`src/rtl/mcu_bus_sequencer.sv`:
```
// In-order CSR bus-master sequencer for the MCU block: queued write/read commands onto the USI CSR bus.
// Optional build macro MCU_SEQ_WRITE_ACK_EN: writes also return an in-order response on oRsp*.

// Generic circular command FIFO with a registered occupancy count.
// Latency: a pushed entry is visible at the head on the cycle after the push.
// Backpressure: pushRdy is low while full; a push is then dropped even if a pop happens that cycle.
module mcu_seq_fifo #(
    parameter int pWidth = 8,
    parameter int pDepth = 8
) (
    input  logic                      iSysClk,
    input  logic                      iSysRst,
    input  logic                      pushVld,
    output logic                      pushRdy,
    input  logic [pWidth-1:0]         pushDat,
    output logic                      popVld,
    input  logic                      popRdy,
    output logic [pWidth-1:0]         popDat,
    output logic [$clog2(pDepth):0]   count
);
    localparam int pPtrBit = $clog2(pDepth);
    localparam int pCntBit = pPtrBit + 1;
    localparam logic [pCntBit-1:0] pCntFull = pCntBit'(pDepth);

    logic [pWidth-1:0]  mem [pDepth];
    logic [pPtrBit-1:0] wrPtr;
    logic [pPtrBit-1:0] rdPtr;
    logic               pushFire;
    logic               popFire;

    assign pushRdy  = (count != pCntFull);
    assign popVld   = (count != '0);
    assign pushFire = pushVld && pushRdy;
    assign popFire  = popRdy && popVld;
    assign popDat   = mem[rdPtr];

    always_ff @(posedge iSysClk) begin
        if (iSysRst) begin
            wrPtr <= '0;
            rdPtr <= '0;
            count <= '0;
        end else begin
            if (pushFire) wrPtr <= wrPtr + 1'b1;
            if (popFire)  rdPtr <= rdPtr + 1'b1;
            case ({pushFire, popFire})
                2'b10:   count <= count + 1'b1;
                2'b01:   count <= count - 1'b1;
                default: count <= count;
            endcase
        end
    end

    // Storage carries no reset: flushing the pointers is enough to discard it.
    always_ff @(posedge iSysClk) begin
        if (pushFire) mem[wrPtr] <= pushDat;
    end
endmodule

// Pops queued CSR commands in order and executes them as single-cycle bus strobes.
// Latency: accept at edge k -> strobe in the cycle after k+2; read response in the cycle after valid is sampled.
// Backpressure: oCmdRdy low while the command FIFO is full; responses cannot be stalled.
module mcu_bus_sequencer #(
    parameter int pBusBlockConnect = 1,
    parameter int pBusAdrsBit      = 16,
    parameter int pBusDataBit      = 32,
    parameter int pCmdDepth        = 8,
    parameter int pTimeoutCycles   = 255
) (
    input  logic                        iSysClk,
    input  logic                        iSysRst,
    input  logic [pBusDataBit-1:0]      iCmdWd,
    input  logic [pBusAdrsBit-1:0]      iCmdAdrs,
    input  logic                        iCmdRnW,
    input  logic                        iCmdVd,
    output logic                        oCmdRdy,
    output logic [pBusDataBit-1:0]      oMUsiWd,
    output logic [pBusAdrsBit-1:0]      oMUsiAdrs,
    output logic                        oMUsiWEd,
    output logic                        oMUsiRdReq,
    input  logic [pBusDataBit-1:0]      iMUsiRd,
    input  logic [pBusBlockConnect-1:0] iMUsiREd,
    output logic [pBusDataBit-1:0]      oRspRd,
    output logic                        oRspVd,
    output logic                        oRspErr,
    output logic                        oBusy
);
    localparam int pCntBit     = (pTimeoutCycles > 1) ? $clog2(pTimeoutCycles) : 1;
    localparam int pFifoCntBit = $clog2(pCmdDepth) + 1;
    localparam logic [pCntBit-1:0] pLastCnt = pCntBit'(pTimeoutCycles - 1);

    typedef struct packed {
        logic                   rnW;
        logic [pBusAdrsBit-1:0] adrs;
        logic [pBusDataBit-1:0] wd;
    } cmd_t;

    typedef enum logic [1:0] {sIdle, sIssue, sRwait, sResp} state_t;

    state_t                 state, nextState;
    cmd_t                   pushCmd, headCmd, curCmd, nextCmd;
    logic                   fifoPopVld, fifoPopRdy, pushFire;
    logic [pFifoCntBit-1:0] fifoCount, fifoCntNext;
    logic [pCntBit-1:0]     cnt, nextCnt;
    logic                   wedNext, rdReqNext, rspVdNext, rspErrNext;
    logic [pBusAdrsBit-1:0] adrsNext;
    logic [pBusDataBit-1:0] wdNext, rspRdNext;

    assign pushCmd     = {iCmdRnW, iCmdAdrs, iCmdWd};
    assign pushFire    = iCmdVd && oCmdRdy;
    assign fifoCntNext = fifoCount + pFifoCntBit'(pushFire) - pFifoCntBit'(fifoPopRdy);

    mcu_seq_fifo #(
        .pWidth ($bits(cmd_t)),
        .pDepth (pCmdDepth)
    ) uCmdFifo (
        .iSysClk (iSysClk),
        .iSysRst (iSysRst),
        .pushVld (iCmdVd),
        .pushRdy (oCmdRdy),
        .pushDat (pushCmd),
        .popVld  (fifoPopVld),
        .popRdy  (fifoPopRdy),
        .popDat  (headCmd),
        .count   (fifoCount)
    );

    always_comb begin
        nextState  = state;
        nextCmd    = curCmd;
        nextCnt    = cnt;
        fifoPopRdy = 1'b0;
        wedNext    = 1'b0;
        rdReqNext  = 1'b0;
        adrsNext   = oMUsiAdrs;
        wdNext     = oMUsiWd;
        rspVdNext  = 1'b0;
        rspErrNext = 1'b0;
        rspRdNext  = oRspRd;
        case (state)
            sIdle: begin
                if (fifoPopVld) begin
                    fifoPopRdy = 1'b1;
                    nextCmd    = headCmd;
                    nextState  = sIssue;
                end
            end
            sIssue: begin
                adrsNext = curCmd.adrs;
                if (curCmd.rnW) begin
                    rdReqNext = 1'b1;
                    nextCnt   = '0;
                    nextState = sRwait;
                end else begin
                    wdNext  = curCmd.wd;
                    wedNext = 1'b1;
`ifdef MCU_SEQ_WRITE_ACK_EN
                    nextState = sResp;
`else
                    nextState = sIdle;
`endif
                end
            end
            sRwait: begin
                // A valid in the final count cycle still counts as a real response.
                if (|iMUsiREd) begin
                    rspVdNext = 1'b1;
                    rspRdNext = iMUsiRd;
                    nextState = sResp;
                end else if (cnt == pLastCnt) begin
                    rspVdNext  = 1'b1;
                    rspErrNext = 1'b1;
                    rspRdNext  = '0;
                    nextState  = sResp;
                end else begin
                    nextCnt = cnt + 1'b1;
                end
            end
            sResp: begin
                nextState = sIdle;
`ifdef MCU_SEQ_WRITE_ACK_EN
                // Write acks trail the strobe by one cycle; read pulses were raised on entry.
                if (!curCmd.rnW) begin
                    rspVdNext = 1'b1;
                    rspRdNext = curCmd.wd;
                end
`endif
            end
            default: nextState = sIdle;
        endcase
    end

    always_ff @(posedge iSysClk) begin
        if (iSysRst) begin
            state      <= sIdle;
            curCmd     <= '0;
            cnt        <= '0;
            oMUsiWd    <= '0;
            oMUsiAdrs  <= '0;
            oMUsiWEd   <= 1'b0;
            oMUsiRdReq <= 1'b0;
            oRspRd     <= '0;
            oRspVd     <= 1'b0;
            oRspErr    <= 1'b0;
            oBusy      <= 1'b0;
        end else begin
            state      <= nextState;
            curCmd     <= nextCmd;
            cnt        <= nextCnt;
            oMUsiWd    <= wdNext;
            oMUsiAdrs  <= adrsNext;
            oMUsiWEd   <= wedNext;
            oMUsiRdReq <= rdReqNext;
            oRspRd     <= rspRdNext;
            oRspVd     <= rspVdNext;
            oRspErr    <= rspErrNext;
            oBusy      <= (fifoCntNext != '0) || (nextState != sIdle);
        end
    end
endmodule
```
`config.mk`:
```
export PLATFORM = sky130hd
export DESIGN_NAME = mcu_bus_sequencer
export DESIGN_NICKNAME = d
export VERILOG_FILES = /design/src/rtl/mcu_bus_sequencer.sv
export SDC_FILE = /design/constraint.sdc
export NUM_CORES = 1
export LEC_CHECK = 0
export CORE_ASPECT_RATIO = 0.8
export CORE_UTILIZATION = 45
export DETAILED_ROUTE_END_ITERATION = 16
export MAX_ROUTING_LAYER = met4
export PLACE_DENSITY = 0.65
export SYNTH_ARGS = -nofsm -noshare
export SYNTH_HDL_FRONTEND = slang
export SYNTH_SLANG_ARGS = --single-unit
```
`constraint.sdc`:
```
create_clock -name iSysClk -period 9.6 [get_ports iSysClk]
set_input_delay 1.92 -clock iSysClk [delete_from_list [all_inputs] [get_ports iSysClk]]
set_output_delay 1.92 -clock iSysClk [all_outputs]
set_load 0.01 [all_outputs]
```
==> metrics.md <==
| Metric | Value |
|---|---|
| Die width | `239 um` |
| Tot GR Track Use | `about 20%` |
| DRC | `0` |
| Type of origin of the critical path | `flip-flop` |
| Post-synthesis sequential area ratio | `about three quarters` |
| Cell area power density | `between 200 and 300 mW/mm^2` |
| Hold Slack | `about 0.45 ns` |
| Routed wire length | `between 40 and 50 mm` |
| # Post-CTS Setup Buffers | `0` |
| Crit path required time | `7.68 ns` |
| Yosys cell types | `47` |
| Met1 Wirelength | `approximately 21 mm` |
| Cts hold-fix bufs | `0` |
| Setup-failing EPs final | `0` |
| First-pass GRT wire length | `67.5 mm` |
| Layout net count | `about 1.6k` |
| Setup TNS | `0 ns` |
| Final antenna-violating net count | `0` |
| Flop pwr share | `between 40% and 50%` |
| Post-Syn Instances | `1289` |
| Highest metal used | `met4` |
| Share of cells above drive strength 1 | `between 10% and 20%` |
| Largest net degree at the start of global routing | `between 70 and 80` |
| Rel. slew slack | `28.0%` |
| Post_cts resized | `0` |
| Syn-to-layout area delta | `19.5%` |
| Synth Warn # | `0` |
| Syn nets | `around 1.4k` |
| I/O Buffers | `170` |
| Max-slew violations | `0` |
| Fin crit share | `a little over two fifths` |
| Sink Count | `546` |
| Routability cong. | `0.776` |
| Final HPWL DP | `between 20 and 25 mm` |
| Mapped cell area | `0.0202 sq mm` |
| Switching share of power | `roughly 30%` |
| DIE HEIGHT | `192 um` |
| Num CTS Buffers | `52` |
| I/O pin cnt | `around 170` |
| Peak VDD IR | `approximately 0.22 mV` |
| Die ar. | `about 0.046 sq mm` |
| Internal | `4470 uW` |
| Drt via density | `approximately 5.4` |
| Vias in the first global route | `between 10k and 15k` |
| Max Fclk | `0.244 GHz` |
| Clock Latency Late Sink | `about 0.58 ns` |
| Root Driver | `clkbuf_16` |
| Clk slew on worst S/H paths | `roughly 0.060 ns` |
| Metal2 WL | `roughly 20 mm` |
| Static leakage | `between 0.007 and 0.008 uW` |
| Status | `finished clean` |
| Seq cells post-synth | `around 550` |
| Endpoint type of the worst setup path | `output pin` |
| Clk pwr share | `between 30% and 40%` |
| H-tree level count | `2` |
| Hold Crit Class | `flip-flop to flip-flop` |
| Kind of critical path | `flip-flop to output pin` |
| Number of enable flip-flop cells after synthesis | `~390` |
| Logic pwr share | `24.1%` |
| Met3 WL | `between 2 and 2.5 mm` |
| Worst clock skew | `0.0133 ns` |
| Fraction of registers with async set/reset | `0%` |
| Num rows | `69` |
| Total of max-cap violations | `0` |
| CP arrival | `roughly 2.2 ns` |
| Mean Syn Cell Area | `roughly 16 sq um` |
| Longest Clk Path Bufs | `3` |
| Initial DRC Count | `839` |
| Vias post-DR | `around 11k` |
| RSZ-0062 raised after global routing | `no` |
| Fin. Hold Viols | `0` |
| Initial Utilization | `between 40% and 50%` |
| Crit path time final | `just over 4 ns` |
| Fill count | `about 3.6k` |
| Worst Tran Pin Value | `between 1 and 1.5 ns` |
| TritonCTS clock tree | `yes` |
| Core area | `0.0444 sq mm` |
| CP Max Fanout | `5` |
| TritonRoute pass-1 iters | `5` |
| Dominant synthesized flop cell | `edfxtp_1` |
| Avg WL per Cell | `around 21 um` |
| Grt ovf | `0` |
| Initial antenna violation count | `2` |
| Psw | `between 1500 and 2000 uW` |
[cells by family after synthesis]
kind of cell / share of synthesized area [%]
xor gates and xnor gates: 0.346
adders and majority gates: 1.00
and+or+nand+nor: 5.75
AOI/OAI and AO/OA: 6.93
DFF: 73.4
buffers and inverters: 2.23
muxes: 10.3
[critical path: stages (launching register included)]
cell and delay [ns]:
dfxtp_1 0.33, inv_1 0.10, ha_1 0.14, or3b_2 0.53
clkdlybuf4s50_1 0.51
[synthesized netlist by cell type (6+ instances only)]
master / n / area (sq um)
edfxtp_1: 392 / 11800
dfxtp_1: 154 / 3080
nand2_1: 102 / 383
mux2i_1: 98 / 981
nor2_1: 67 / 251
a21oi_1: 63 / 315
nor3_1: 55 / 275
a211oi_1: 49 / 368
mux4_2: 49 / 1100
o22ai_1: 49 / 307
clkbuf_1: 42 / 158
a22o_1: 32 / 280
buf_2: 30 / 150
ha_1: 13 / 163
inv_1: 13 / 48.8
nand3_1: 13 / 65.1
buf_4: 7 / 52.6
nand2b_1: 7 / 43.8
xor2_1: 6 / 52.6
[final timing paths]
kind                            slack [ns]               from          end  depth (start not counted)
worst max register to register        6.42  uCmdFifo.rdPtr[1]   curCmd[45]                          4
worst min register to register        0.45         curCmd[13]  oMUsiWd[13]                          2
worst min-delay path                  0.45         curCmd[13]  oMUsiWd[13]                          2
worst max-delay path                  5.50  uCmdFifo.count[2]      oCmdRdy                          4
[per-stage QoR]
| step | cells | power (uW) | setup WS, ns | area [sq um] | util, % |
|---|---|---|---|---|---|
| finish | 2099 | 6400 | 5.50 | 24200 | 54.5 |
| global route | 2099 | 6710 | 5.42 | 24200 | 54.5 |
| CTS | 2097 | 6460 | 5.48 | 24200 | 54.5 |
| detailed placement | 2000 | 4490 | 5.44 | 22500 | 50.8 |
| global placement | 2000 | 4460 | 5.45 | 22500 | 50.8 |
| floorplan | 1289 | 4000 | 2.34 | 20200 | - |
[power by group through the flow]
| stage | logic, uW | clock network, uW | registers [uW] |
|---|---|---|---|
| floorplan | 1120 | 0 | 2890 |
| global placement | 1520 | 0 | 2940 |
| detailed placement | 1550 | 0 | 2950 |
| CTS | 1560 | 2010 | 2900 |
| global route | 1690 | 2100 | 2920 |
| finish | 1540 | 1960 | 2890 |
[state kept, by name, summed over array words and instances (netlist names), 2 cells and up]
signal / count
uCmdFifo.mem: 392
curCmd: 49
oMUsiWd: 32
oRspRd: 32
oMUsiAdrs: 16
cnt: 8
uCmdFifo.count: 4
uCmdFifo.rdPtr: 3
uCmdFifo.wrPtr: 3
state: 2
[metal layers]
layer  global-route usage [%]  up-vias
li1                         -     5284
met1                     27.2     5740
met2                     30.9      302
met3                     3.68       75
met4                     5.15        0
met5                        -        -
[layout make-up]
type	instances	area, sq um	share of cell area [%]
diodes	2	5.00	0.0207
clock buffers	73	1420	5.88
clock inverters	24	206	0.854
inverters	14	52.6	0.217
multi-input cells	644	5000	20.7
flip-flops and latches	546	14900	61.5
well taps	603	754	3.12
repair buffers	193	1870	7.74
[layout by cell type (no fill, tap or decap), types with 2 or more instances in the layout]
master / synthesis / layout
nor3_1: 55 / 51
bufinv_16: 0 / 3
a31oi_1: 5 / 5
dfxtp_1: 154 / 151
nand2b_2: 0 / 2
mux4_2: 49 / 49
nor2_4: 0 / 4
nand2b_1: 7 / 5
a21oi_1: 63 / 62
nand4_1: 2 / 2
ha_1: 13 / 13
clkdlybuf4s50_1: 0 / 169
xor2_1: 6 / 6
dfxtp_4: 0 / 2
clkinv_2: 0 / 8
inv_1: 13 / 13
diode_2: 0 / 2
o22ai_1: 49 / 49
a211oi_1: 49 / 49
edfxtp_1: 392 / 392
nor2_1: 67 / 63
clkbuf_8: 0 / 4
fa_1: 2 / 2
nand3_1: 13 / 13
clkbuf_1: 42 / 17
clkbuf_16: 0 / 52
nor3_2: 0 / 4
xnor2_1: 2 / 2
o211ai_1: 4 / 4
or4_1: 4 / 4
mux2i_1: 98 / 98
clkinv_1: 0 / 8
buf_4: 7 / 24
a22o_1: 32 / 32
nand2_1: 102 / 102
(Power assumes the default switching activity.)
